`config.mk`:
```
export PLATFORM = sky130hd
export DESIGN_NAME = nbit_barrel_unshifter_pipe
export DESIGN_NICKNAME = d
export VERILOG_FILES = /design/src/rtl/barrel_pkg.sv /design/src/rtl/nbit_barrel_unshifter_pipe_stage.sv /design/src/rtl/nbit_barrel_unshifter_pipe.sv
export SDC_FILE = /design/constraint.sdc
export NUM_CORES = 1
export LEC_CHECK = 0
export ABC_CLOCK_PERIOD_IN_PS = 1650
export CAP_MARGIN = 5
export CORE_MARGIN = 8
export CORE_UTILIZATION = 45
export DETAILED_ROUTE_END_ITERATION = 16
export GPL_ROUTABILITY_DRIVEN = 0
export PLACE_DENSITY = 0.71
export SLEW_MARGIN = 20
export SYNTH_ARGS = -nofsm -noshare
export SYNTH_HDL_FRONTEND = slang
export SYNTH_SLANG_ARGS = --single-unit
```
`constraint.sdc`:
```
create_clock -name clk -period 1.65 [get_ports clk]
set_input_delay 0.33 -clock clk [delete_from_list [all_inputs] [get_ports clk]]
set_output_delay 0.33 -clock clk [all_outputs]
set_load 0.05 [all_outputs]
```
`src/rtl/barrel_pkg.sv`:
```
// Shared helpers for the barrel un-shifter pipeline.
//   stage_cnt(n) : number of log-stages for an n-bit rotate ($clog2(n))
//   is_pow2(n)   : elaboration-time sanity check on the data width
//   rotl(d,a,n)  : behavioural rotate-left of the low n bits of d by a mod n
package barrel_pkg;

    localparam int unsigned MAX_N = 64;

    function automatic int unsigned stage_cnt(input int unsigned n);
        return $clog2(n);
    endfunction

    function automatic bit is_pow2(input int unsigned n);
        return (n != 0) && ((n & (n - 1)) == 0);
    endfunction

    function automatic logic [63:0] rotl(input logic [63:0] data,
                                         input int unsigned amt,
                                         input int unsigned n);
        logic [63:0] mask;
        logic [63:0] r;
        int unsigned a;
        mask = (n >= 64) ? '1 : ((64'd1 << n) - 64'd1);
        a    = amt % n;
        r    = data & mask;
        if (a != 0)
            r = ((r << a) | (r >> (n - a))) & mask;
        return r;
    endfunction

endpackage

```
`src/rtl/nbit_barrel_unshifter_pipe_stage.sv`:
```
// barrel_rot_stage: one registered log-stage of the rotate-left pipeline.
// Rotates left by 2**K when amount bit K is set, and forms a one-deep
// valid/ready slice: it loads whenever it is empty or downstream is taking
// its current word.
//   clk_i/reset_i           : clock, synchronous active-high reset
//   up_valid_i/up_ready_o   : upstream handshake (up_ready_o = load)
//   up_data_i/up_amt_i      : word and effective amount from upstream
//   dn_valid_o/dn_ready_i   : downstream handshake
//   dn_data_o/dn_amt_o      : registered word and amount
module barrel_rot_stage
    import barrel_pkg::*;
#(
    parameter int N  = 8,
    parameter int K  = 0,
    parameter int AW = 3
) (
    input  logic          clk_i,
    input  logic          reset_i,
    input  logic          up_valid_i,
    output logic          up_ready_o,
    input  logic [N-1:0]  up_data_i,
    input  logic [AW-1:0] up_amt_i,
    output logic          dn_valid_o,
    input  logic          dn_ready_i,
    output logic [N-1:0]  dn_data_o,
    output logic [AW-1:0] dn_amt_o
);
    localparam int SH = 2 ** K;

    logic          valid_q;
    logic [N-1:0]  data_q, data_d;
    logic [AW-1:0] amt_q;
    logic          load;

    // An empty slot always fills, so bubbles collapse even while stalled.
    assign load       = !valid_q || dn_ready_i;
    assign up_ready_o = load;

    assign data_d = up_amt_i[K] ? {up_data_i[N-SH-1:0], up_data_i[N-1:N-SH]}
                                : up_data_i;

    always_ff @(posedge clk_i) begin
        if (reset_i) begin
            valid_q <= 1'b0;
            data_q  <= '0;
            amt_q   <= '0;
        end else if (load) begin
            valid_q <= up_valid_i;
            data_q  <= data_d;
            amt_q   <= up_amt_i;
        end
    end

    assign dn_valid_o = valid_q;
    assign dn_data_o  = data_q;
    assign dn_amt_o   = amt_q;

endmodule

```
`src/rtl/nbit_barrel_unshifter_pipe.sv`:
```
// nbit_barrel_unshifter_pipe: pipelined rotate-left by (shift_amt mod N),
// undoing a barrel rotate-right by the same amount. One log-stage per cycle,
// latency $clog2(N), one word per clock when downstream is ready.
//   clk, reset           : clock, synchronous active-high reset
//   in_valid/in_ready    : input handshake; in_ready never depends on in_valid
//   in_data/shift_amt    : word and rotate amount (low $clog2(N) bits used)
//   out_valid/out_ready  : output handshake
//   out_data             : rotl(in_data, shift_amt mod N)
//   busy                 : any stage holds a valid word
module nbit_barrel_unshifter_pipe
    import barrel_pkg::*;
#(
    parameter int N     = 8,
    parameter int AMT_W = 8
) (
    input  logic             clk,
    input  logic             reset,
    input  logic             in_valid,
    output logic             in_ready,
    input  logic [N-1:0]     in_data,
    input  logic [AMT_W-1:0] shift_amt,
    output logic             out_valid,
    input  logic             out_ready,
    output logic [N-1:0]     out_data,
    output logic             busy
);
    localparam int S = stage_cnt(N);

    if (!is_pow2(N) || N < 2) begin : g_bad_n
        $error("nbit_barrel_unshifter_pipe: N must be a power of two >= 2");
    end
    if (AMT_W < S) begin : g_bad_amt
        $error("nbit_barrel_unshifter_pipe: AMT_W too narrow for N");
    end

    // Index 0 is the input side; index k+1 is the output of stage k.
    logic [S:0]          vld;
    logic [S:0]          rdy;
    logic [S:0][N-1:0]   dat;
    logic [S:0][S-1:0]   amt;

    assign vld[0] = in_valid;
    assign dat[0] = in_data;
    assign amt[0] = shift_amt[S-1:0];
    assign rdy[S] = out_ready;

    for (genvar k = 0; k < S; k++) begin : g_stage
        barrel_rot_stage #(.N(N), .K(k), .AW(S)) u_stage (
            .clk_i      (clk),
            .reset_i    (reset),
            .up_valid_i (vld[k]),
            .up_ready_o (rdy[k]),
            .up_data_i  (dat[k]),
            .up_amt_i   (amt[k]),
            .dn_valid_o (vld[k+1]),
            .dn_ready_i (rdy[k+1]),
            .dn_data_o  (dat[k+1]),
            .dn_amt_o   (amt[k+1])
        );
    end

    assign in_ready  = rdy[0];
    assign out_valid = vld[S];
    assign out_data  = dat[S];
    assign busy      = |vld[S:1];

    // Amount bits above log2(N) and the fully consumed amount at the tail
    // carry no information.
    logic unused_amt;
    if (AMT_W > S) begin : g_unused_hi
        assign unused_amt = ^{shift_amt[AMT_W-1:S], amt[S]};
    end else begin : g_unused_lo
        assign unused_amt = ^amt[S];
    end

endmodule

```
==> impl_metrics.csv, run 1 <==
group,metric,value,unit
logic_synthesis,avgSynthCellArea,10.90,µm²
clocking,cts_tree,"yes",
global_route,grt_pass1_wl,4471,µm
timing,max_freq,0.6312,GHz
clocking,htreeDepth,2,
run_status,status,"complete, no violations",
worst_setup_path,endpoint_kind,"output pin",
clocking,clock-sinks,30,
timing,fin_crit_sh,96.02,%
timing,drv_slew,0,
clocking,cts_buffers,5,
worst_setup_path,worst-path-buf-inv,1,
worst_setup_path,crit_fanout,4,
layout,nets,175,
global_route,antenna_found_initial,0,
routing,post-route-drc-count,0,
worst_setup_path,path_delay_family,"simple AND/OR/NAND/NOR gates",
job,drv_cap,0,
routing,finalWirelength,2762,µm
logic_synthesis,synth_area,0.001494,mm²
worst_setup_path,cp.arrival,1.25,ns
global_route,grt_usage,11.10,%
clocking,clkLatencyLatePin,0.32,ns
routing,drtAntennaViolNets,0,
routing,vias,994,
timing,relSlewSlack,66.66,%
pwr,powerDensity,844.9,mW/mm²
floorplan,num_rows,21,
worst_setup_path,cp-start-kind,"register",
logic_synthesis,seq_area_frac_synth,40.20,%
routing,routed_via_density,4.921,
logic_synthesis,synth_nets,157,
routing,dr.pass1.iters,3,
logic_synthesis,netlist_instances,137,
logic_synthesis,synth-seq-cells,30,
clocking,cts_root_buf,"clkbuf_4",
timing,worstMarginPinSlew,0.4994,ns
floorplan,dieArea,0.005420,mm²
routing,first_iter_violations,43,
placement,portBuffers,25,
floorplan,die_h,73.62,µm
layout,diodes,0,
worst_setup_path,cp_slowest_cell,"or3_4",
layout,syn_to_final_growth,19.10,%
clocking,cts.path.max_buffers,2,
layout,drive_gt1_share,33.33,%
global_route,grt_max_degree,31,
pwr,p_leak,0.7704,nW
worst_setup_path,critPathKind,"register to output pin",
timing,setup_viol,0,
layout,final_core_util,54.61,%
worst_setup_path,slowest_delay,0.40,ns
logic_synthesis,ys_warn_count,0,
routing,wire_per_inst,13.67,µm
global_route,overflow,0,
timing,timing_hold_violations_final,0,
clocking,cts_setup_buffers,0,
worst_setup_path,crit_required,1.32,ns
clocking,path_clk_slew,0.09,ns
floorplan,core,0.003258,mm²
timing,fin_skew,0.004709,ns
timing,fin_crit,1.584,ns
floorplan,pin_count,31,
pwr,ir_drop,0.5531,mV
worst_setup_path,path_cells,"or3_4 -> buf_8",
floorplan,die_w,73.62,µm
timing,fin_tns_setup,0,ns
global_route,grt_pass1_vias,1056,
floorplan,initial_core_util,45.85,%
min_path,min_path_type,"register to register",
logic_synthesis,ys_types,17,
timing,rsz0062_at_grt,"false",
==> power breakdown <==
part,internal [mW],switching [mW]
Clock,0.206,0.246
Combinational,0.124,0.122
Sequential,0.766,0.0394
==> worst paths after layout <==
| path | depth (start not counted) | end | slack, ns | start |
|---|---|---|---|---|
| min reg2reg | 2 | g_stage[1].u_stage.dn_valid_o | 0.49 | g_stage[0].u_stage.dn_valid_o |
| max | 2 | busy | 0.07 | g_stage[1].u_stage.dn_valid_o |
| min | 2 | g_stage[1].u_stage.dn_valid_o | 0.49 | g_stage[0].u_stage.dn_valid_o |
| max reg2reg | 2 | g_stage[1].u_stage.dn_data_o[5] | 0.50 | g_stage[0].u_stage.dn_amt_o[1] |
==> cell type report <==
type	instances	area (µm²)
Fill cell	319	1479
Tap cell	46	57.56
Clock inverter	1	5.005
Sequential cell	30	605.6
Clock buffer	7	55.05
Inverter	3	11.26
Timing Repair Buffer	30	305.3
Multi-Input combinational cell	85	739.5
==> cells in the mapped netlist, drive strengths merged <==
master	number	share of area, %
a211oi	24	20
buf	16	9.0
mux2i	27	18
nand2b	1	0.42
nand3b	1	1.3
dfxtp	30	40
nor2	27	6.8
nand4b	1	1.0
a21oi	3	1.0
inv	3	0.75
clkbuf	3	0.84
or3	1	0.50
==> flip-flops by register name, indices dropped and copies added (netlist names) <==
signal / count
g_stage.u_stage.dn_amt_o: 3
g_stage.u_stage.dn_data_o: 24
g_stage.u_stage.dn_valid_o: 3
==> metal layers <==
metal	GRT usage [%]	part of all wire [%]
met3	4.093	4.1
met2	19.49	54
met1	10.09	39
met5	0	0
met4	8.647	2.5
==> through the flow <==
stage	power (mW)	hold slack (ns)	worst slack, ns	cell area (µm²)	instances
after floorplan	0.9912	0.4470	0.1596	1494	137
after global placement	1.058	0.4641	0.07678	1703	194
after detailed placement	1.066	0.4915	0.06625	1703	194
after CTS	1.524	0.4967	0.04556	1779	202
after global routing	1.583	0.5255	0.009978	1779	202
final	1.503	0.4922	0.06570	1779	202
==> layout by cell type, fill, tap and decap left out, types with 3 or more instances in the layout <==
master and n:
dfxtp_1 28, mux2i_1 27, nor2_1 27, a211oi_2 24
clkdlybuf4s50_1 14, buf_4 12, clkbuf_4 5, inv_1 3
a21oi_1 3, buf_12 3
==> worst register-to-register path: cells and delay by family (launching register included) <==
kind           cells  cell delay [ns]
AO/OA/AOI/OAI      1             0.10
flip-flops         1             0.63
multiplexers       1             0.32
==> kinds of logic (layout without fill, tap and decap cells) <==
| group | Yosys count | count (layout) | synth area share, % |
|---|---|---|---|
| compound gates | 27 | 27 | 21.11 |
| buf+inv | 22 | 41 | 10.55 |
| flops | 30 | 30 | 40.20 |
| mux | 27 | 27 | 18.09 |
| simple gates | 31 | 31 | 10.05 |
==> what timing repair did <==
item,CTS,global route
gates resized for setup,6,0
setup endpoints to repair,1,0
hold buffers,0,0
(Power assumes the default switching activity.)
==> run 2: changes to the inputs <==
Settings changed: ABC_CLOCK_PERIOD_IN_PS 1650 to 2100.
Clock period 1.65 ns to 2.1 ns, I/O delays scaled along.
==> impl_metrics.csv, run 2 (synthesized netlist as in run 1, its figures left out) <==
group,metric,value,unit
floorplan,dieArea,0.005420,mm²
layout,diodes,0,
timing,whs,0.4862,ns
global_route,grt_pass1_wl,4519,µm
layout,syn_to_final_growth,16.16,%
routing,finalWirelength,2779,µm
placement,dp.cells,192,
timing,fin_tns_setup,0,ns
routing,drtAntennaViolNets,0,
pwr,power.share.clock,30.8,%
pwr,seq_power_share,53.6,%
routing,routed_via_density,5.025,
worst_setup_path,path_cells,"clkdlybuf4s50_1",
floorplan,core,0.003258,mm²
timing,setup_viol,0,
layout,fin_area,0.001735,mm²
clocking,htreeDepth,2,
pwr,power_switching,0.3261,mW
global_route,grt_usage,10.87,%
worst_setup_path,crit_fanout,2,
placement,dp_hpwl,2046,µm
clocking,cts_root_buf,"clkbuf_4",
worst_setup_path,cp_slowest_cell,"clkdlybuf4s50_1",
worst_setup_path,r2r-end,"g_stage[0].u_stage.dn_amt_o[1]",
floorplan,pin_count,31,
layout,largest_register_ffs,24,
clocking,post_cts_resized,0,
timing,relSlewSlack,66.39,%
pwr,p_int,0.8542,mW
global_route,grt_pass1_vias,1032,
layout,most-common-layout-cells,"dfxtp_1, mux2i_1, nor2_1",
clocking,cts_setup_buffers,0,
floorplan,die_h,73.62,µm
timing,fin_skew,0.006220,ns
worst_setup_path,path_delay_family,"buffers and inverters",
job,drv_cap,0,
worst_setup_path,r2r-start,"g_stage[2].u_stage.dn_valid_o",
clocking,cts_hold_buf,0,
clocking,cts.path.max_buffers,2,
clocking,clkLatencyLatePin,0.33,ns
routing,dr.pass1.iters,4,
worst_setup_path,cp-start-kind,"register",
clocking,path_clk_slew,0.09,ns
pwr,power_frac_comb,15.6,%
pwr,p_leak,0.7443,nW
pwr,ir_drop,0.3566,mV
floorplan,die_w,73.62,µm
worst_setup_path,r2r_cells,4,
worst_setup_path,rrSetupSlack,0.91,ns
global_route,grt_max_degree,31,
placement,postPlaceCellArea,0.001673,mm²
floorplan,initial_core_util,45.85,%
routing,post-route-drc-count,0,
timing,rsz0062_at_grt,"false",
pwr,p_sw_share,27.63,%
worst_setup_path,cp-startpoint,"g_stage[2].u_stage.dn_data_o[2]",
clocking,cts_tree,"yes",
timing,max_freq,0.5248,GHz
global_route,antenna_found_initial,0,
layout,drive_gt1_share,25.32,%
pwr,power.total,1.180,mW
timing,fin_crit,1.906,ns
worst_setup_path,worst-path-buf-inv,1,
pwr,powerDensity,680.1,mW/mm²
worst_setup_path,crit_end,"out_data[2]",
worst_setup_path,cp.depth,1,
min_path,min_path_type,"register to register",
run_status,status,"complete, no violations",
layout,final_common_cell,"dfxtp_1",
worst_setup_path,critPathKind,"register to output pin",
placement,portBuffers,25,
clocking,clock-sinks,30,
timing,drv_slew,0,
layout,fillers,311,
routing,first_iter_violations,35,
global_route,overflow,0,
worst_setup_path,endpoint_kind,"output pin",
timing,timing_hold_violations_final,0,
clocking,cts_buffers,5,
timing,fin_crit_sh,90.74,%
routing,wire_per_inst,13.90,µm
worst_setup_path,slowest_delay,0.81,ns
worst_setup_path,cp.arrival,1.49,ns
layout,nets,173,
routing,vias,1005,
floorplan,num_rows,21,
layout,layout.cells.non_filler,200,
worst_setup_path,crit_required,1.68,ns
timing,worstMarginPinSlew,0.5026,ns
run 2: changes by cell type in the layout (fill, tap and decap cells not counted):
| cell | change |
|---|---|
| buf_12 | -3 |
| or3_2 | +1 |
| dfxtp_4 | -1 |
| buf_4 | -7 |
| or3_4 | -1 |
| buf_8 | -1 |
| dfxtp_1 | +2 |
| dlymetal6s2s_1 | +1 |
| dfxtp_2 | -1 |
| clkdlybuf4s50_1 | +8 |
run 2: how the worst min path moves through the flow:
stage | cells after the start | start | to | slack [ns]
3_3_place_gp | 2 | g_stage[0].u_stage.dn_valid_o | g_stage[1].u_stage.dn_valid_o | 0.46
4_1_cts | 2 | g_stage[0].u_stage.dn_valid_o | g_stage[1].u_stage.dn_valid_o | 0.49
2_1_floorplan | 2 | g_stage[0].u_stage.dn_valid_o | g_stage[1].u_stage.dn_valid_o | 0.45
3_5_place_dp | 2 | g_stage[0].u_stage.dn_valid_o | g_stage[1].u_stage.dn_valid_o | 0.48
5_1_grt | 2 | g_stage[0].u_stage.dn_valid_o | g_stage[1].u_stage.dn_valid_o | 0.53
6_report | 2 | g_stage[0].u_stage.dn_valid_o | g_stage[1].u_stage.dn_valid_o | 0.49
run 2: power by group through the flow:
stage	Combinational (mW)	Clock, mW	Sequential, mW
finish	0.185	0.363	0.633
global route	0.197	0.393	0.638
CTS	0.187	0.372	0.633
detailed placement	0.186	0	0.646
global placement	0.182	0	0.644
floorplan	0.143	0	0.636
run 2: area by class of cell:
| type | count | area [µm²] | share of cell area [%] |
|---|---|---|---|
| clock inverter | 1 | 5.005 | 0.2884 |
| clock buffer | 7 | 55.05 | 3.172 |
| multi-input combinational | 85 | 735.7 | 42.39 |
| inverter | 3 | 11.26 | 0.6489 |
| tap | 46 | 57.56 | 3.317 |
| sequential | 30 | 600.6 | 34.61 |
| timing repair buffer | 28 | 270.3 | 15.57 |
run 2: through the flow:
stage	utilization, %	worst slack (ns)
6_report	53.26	0.1944
5_1_grt	53.26	0.1445
4_1_cts	53.19	0.02766
3_5_place_dp	51.34	0.3492
3_3_place_gp	51.34	0.3755
2_1_floorplan	-	0.5196
run 2: per-layer routing:
metal | up-vias | wire (µm) | GRT usage [%]
met4 | 0 | 59 | 5.987
met5 | - | 0 | 0
met2 | 14 | 1468 | 19.19
met1 | 475 | 1146 | 10.88
li1 | 509 | - | -
met3 | 7 | 104 | 3.683
==> run 3: changes to the inputs <==
Settings changed: GPL_TIMING_DRIVEN from default to 0, HOLD_SLACK_MARGIN from default to 0.15, PLACE_DENSITY 0.71 to 0.7, SYNTH_HIERARCHICAL from default to 1.
==> impl_metrics.csv, run 3 <==
group,metric,value,unit
run_status,status,"complete, no violations",
timing,max_freq,0.5091,GHz
pwr,powerDensity,629.6,mW/mm²
clocking,path_clk_slew,0.09,ns
layout,fillers,285,
logic_synthesis,ys_warn_count,6,
worst_setup_path,path_cells,"nor2b_4 -> clkinv_4 -> nor2b_4 -> inv_4 -> nor2b_4 -> clkinv_4 -> buf_8",
timing,fin_skew,0.008377,ns
global_route,antenna_found_initial,0,
timing,fin_crit,1.964,ns
logic_synthesis,synth_nets,156,
placement,portBuffers,24,
placement,dp_hpwl,2279,µm
routing,finalWirelength,2933,µm
layout,nets,194,
worst_setup_path,crit_required,1.68,ns
global_route,overflow,0,
layout,diodes,0,
global_route,grt_max_degree,12,
job,drv_cap,0,
floorplan,die_w,72.87,µm
timing,drv_slew,0,
floorplan,core,0.003078,mm²
worst_setup_path,slowest_delay,0.34,ns
global_route,grt_pass1_wl,5064,µm
timing,worstMarginPinSlew,0.5011,ns
routing,wire_per_inst,13.39,µm
worst_setup_path,r2r_cells,10,
worst_setup_path,cp-start-kind,"register",
global_route,grt_pass1_vias,1098,
layout,final_common_cell,"nor2_1",
floorplan,pin_count,31,
clocking,clock-sinks,30,
worst_setup_path,worst-path-buf-inv,4,
worst_setup_path,rrSetupSlack,0.47,ns
worst_setup_path,crit_top_cell,"nor2b_4",
clocking,cts.path.max_buffers,2,
timing,fin_crit_sh,93.53,%
timing,relSlewSlack,66.49,%
pwr,ir_drop,0.3926,mV
logic_synthesis,netlist_instances,136,
timing,fin_tns_setup,0,ns
pwr,p_leak,0.7496,nW
floorplan,dieArea,0.005309,mm²
global_route,grt_usage,12.22,%
worst_setup_path,crit_fanout,10,
timing,setup_viol,0,
min_path,min_path_type,"register to register",
logic_synthesis,avgSynthCellArea,10.70,µm²
worst_setup_path,path_delay_family,"simple AND/OR/NAND/NOR gates",
logic_synthesis,synth_area,0.001455,mm²
routing,vias,1071,
worst_setup_path,r2r-start,"g_stage[2].u_stage/dn_valid_o",
clocking,clkLatencyLatePin,0.33,ns
worst_setup_path,cp_slowest_cell,"dfxtp_2",
routing,first_iter_violations,32,
timing,timing_hold_violations_final,0,
timing,rsz0062_at_grt,"false",
worst_setup_path,cp.depth,7,
routing,dr.pass1.iters,4,
worst_setup_path,cp-startpoint,"g_stage[2].u_stage/dn_valid_o",
clocking,cts_buffers,5,
pwr,power.total,1.176,mW
clocking,htreeDepth,2,
worst_setup_path,endpoint_kind,"output pin",
layout,drive_gt1_share,33.14,%
routing,drtAntennaViolNets,0,
worst_setup_path,r2r-end,"g_stage[0].u_stage/dn_data_o[7]",
worst_setup_path,cp.arrival,1.54,ns
clocking,cts_root_buf,"clkbuf_4",
worst_setup_path,critPathKind,"register to output pin",
layout,syn_to_final_growth,28.37,%
floorplan,die_h,72.87,µm
floorplan,initial_core_util,47.28,%
clocking,cts_hold_buf,0,
clocking,cts_tree,"yes",
layout,most-common-layout-cells,"nor2_1, dfxtp_1, mux2i_1, a211oi_2, clkdlybuf4s50_1",
worst_setup_path,crit_end,"in_ready",
routing,post-route-drc-count,0,
layout,largest_register_ffs,24,
floorplan,num_rows,20,
routing,routed_via_density,4.890,
==> run 3: stage by stage <==
stage	worst slack (ns)	hold WS, ns	instance area [µm²]	instances	util [%]
2_1_floorplan	0.1523	0.4321	1456	136	-
3_3_place_gp	-0.8922	0.4463	1752	204	56.91
3_5_place_dp	-0.9117	0.4497	1752	204	56.91
4_1_cts	-0.08425	0.4627	1828	214	59.39
5_1_grt	0.03588	0.4843	1868	219	60.69
6_report	0.1358	0.4634	1868	219	60.69
==> run 3: where the power goes <==
group	total [mW]	switching, mW	internal [mW]
combinational	0.196	0.103	0.0934
sequential	0.623	0.0216	0.602
clock	0.357	0.195	0.162
total	1.18	0.319	0.857
==> run 3: timing repair <==
action | 4_1_cts | 5_1_grt
setup endpoints to repair | 2 | 1
resized for setup | 11 | 8
setup buffers | 3 | 7
gates cloned | 0 | 0
==> run 3: worst min-delay path by stage <==
stage	start	to	cells past startpoint	slack, ns
floorplan	g_stage[0].u_stage/dn_amt_o[2]	g_stage[0].u_stage/dn_amt_o[2]	2	0.43
global placement	g_stage[0].u_stage/dn_amt_o[2]	g_stage[0].u_stage/dn_amt_o[2]	2	0.45
detailed placement	g_stage[0].u_stage/dn_amt_o[1]	g_stage[0].u_stage/dn_amt_o[1]	2	0.45
CTS	g_stage[0].u_stage/dn_amt_o[1]	g_stage[0].u_stage/dn_amt_o[1]	2	0.46
global route	g_stage[0].u_stage/dn_amt_o[2]	g_stage[1].u_stage/dn_amt_o[2]	2	0.48
finish	g_stage[0].u_stage/dn_amt_o[2]	g_stage[0].u_stage/dn_amt_o[2]	2	0.46
==> run 3: metal layers <==
metal | vias up | wire length, µm | GRT usage, %
met1 | 504 | 1274 | 13.43
li1 | 550 | - | -
met2 | 14 | 1502 | 20.28
met4 | 0 | 19 | 4.000
met5 | - | 0 | 0
met3 | 3 | 137 | 5.632
==> run 3: tightest hold or removal path: stages, from the launching register on <==
cell and delay (ns):
dfxtp_1 0.32, nand2_1 0.05, a21oi_1 0.05
==> run 3: cell type report <==
class                           count  area (µm²)  area share (%)
Multi-Input combinational cell     91       738.2           39.52
Sequential cell                    30       601.8           32.22
Timing Repair Buffer               34       317.8           17.01
Buffer                              9       71.32           3.818
Clock buffer                        7       55.05           2.947
Tap cell                           44       55.05           2.947
Inverter                            3       23.77           1.273
Clock inverter                      1       5.005          0.2679
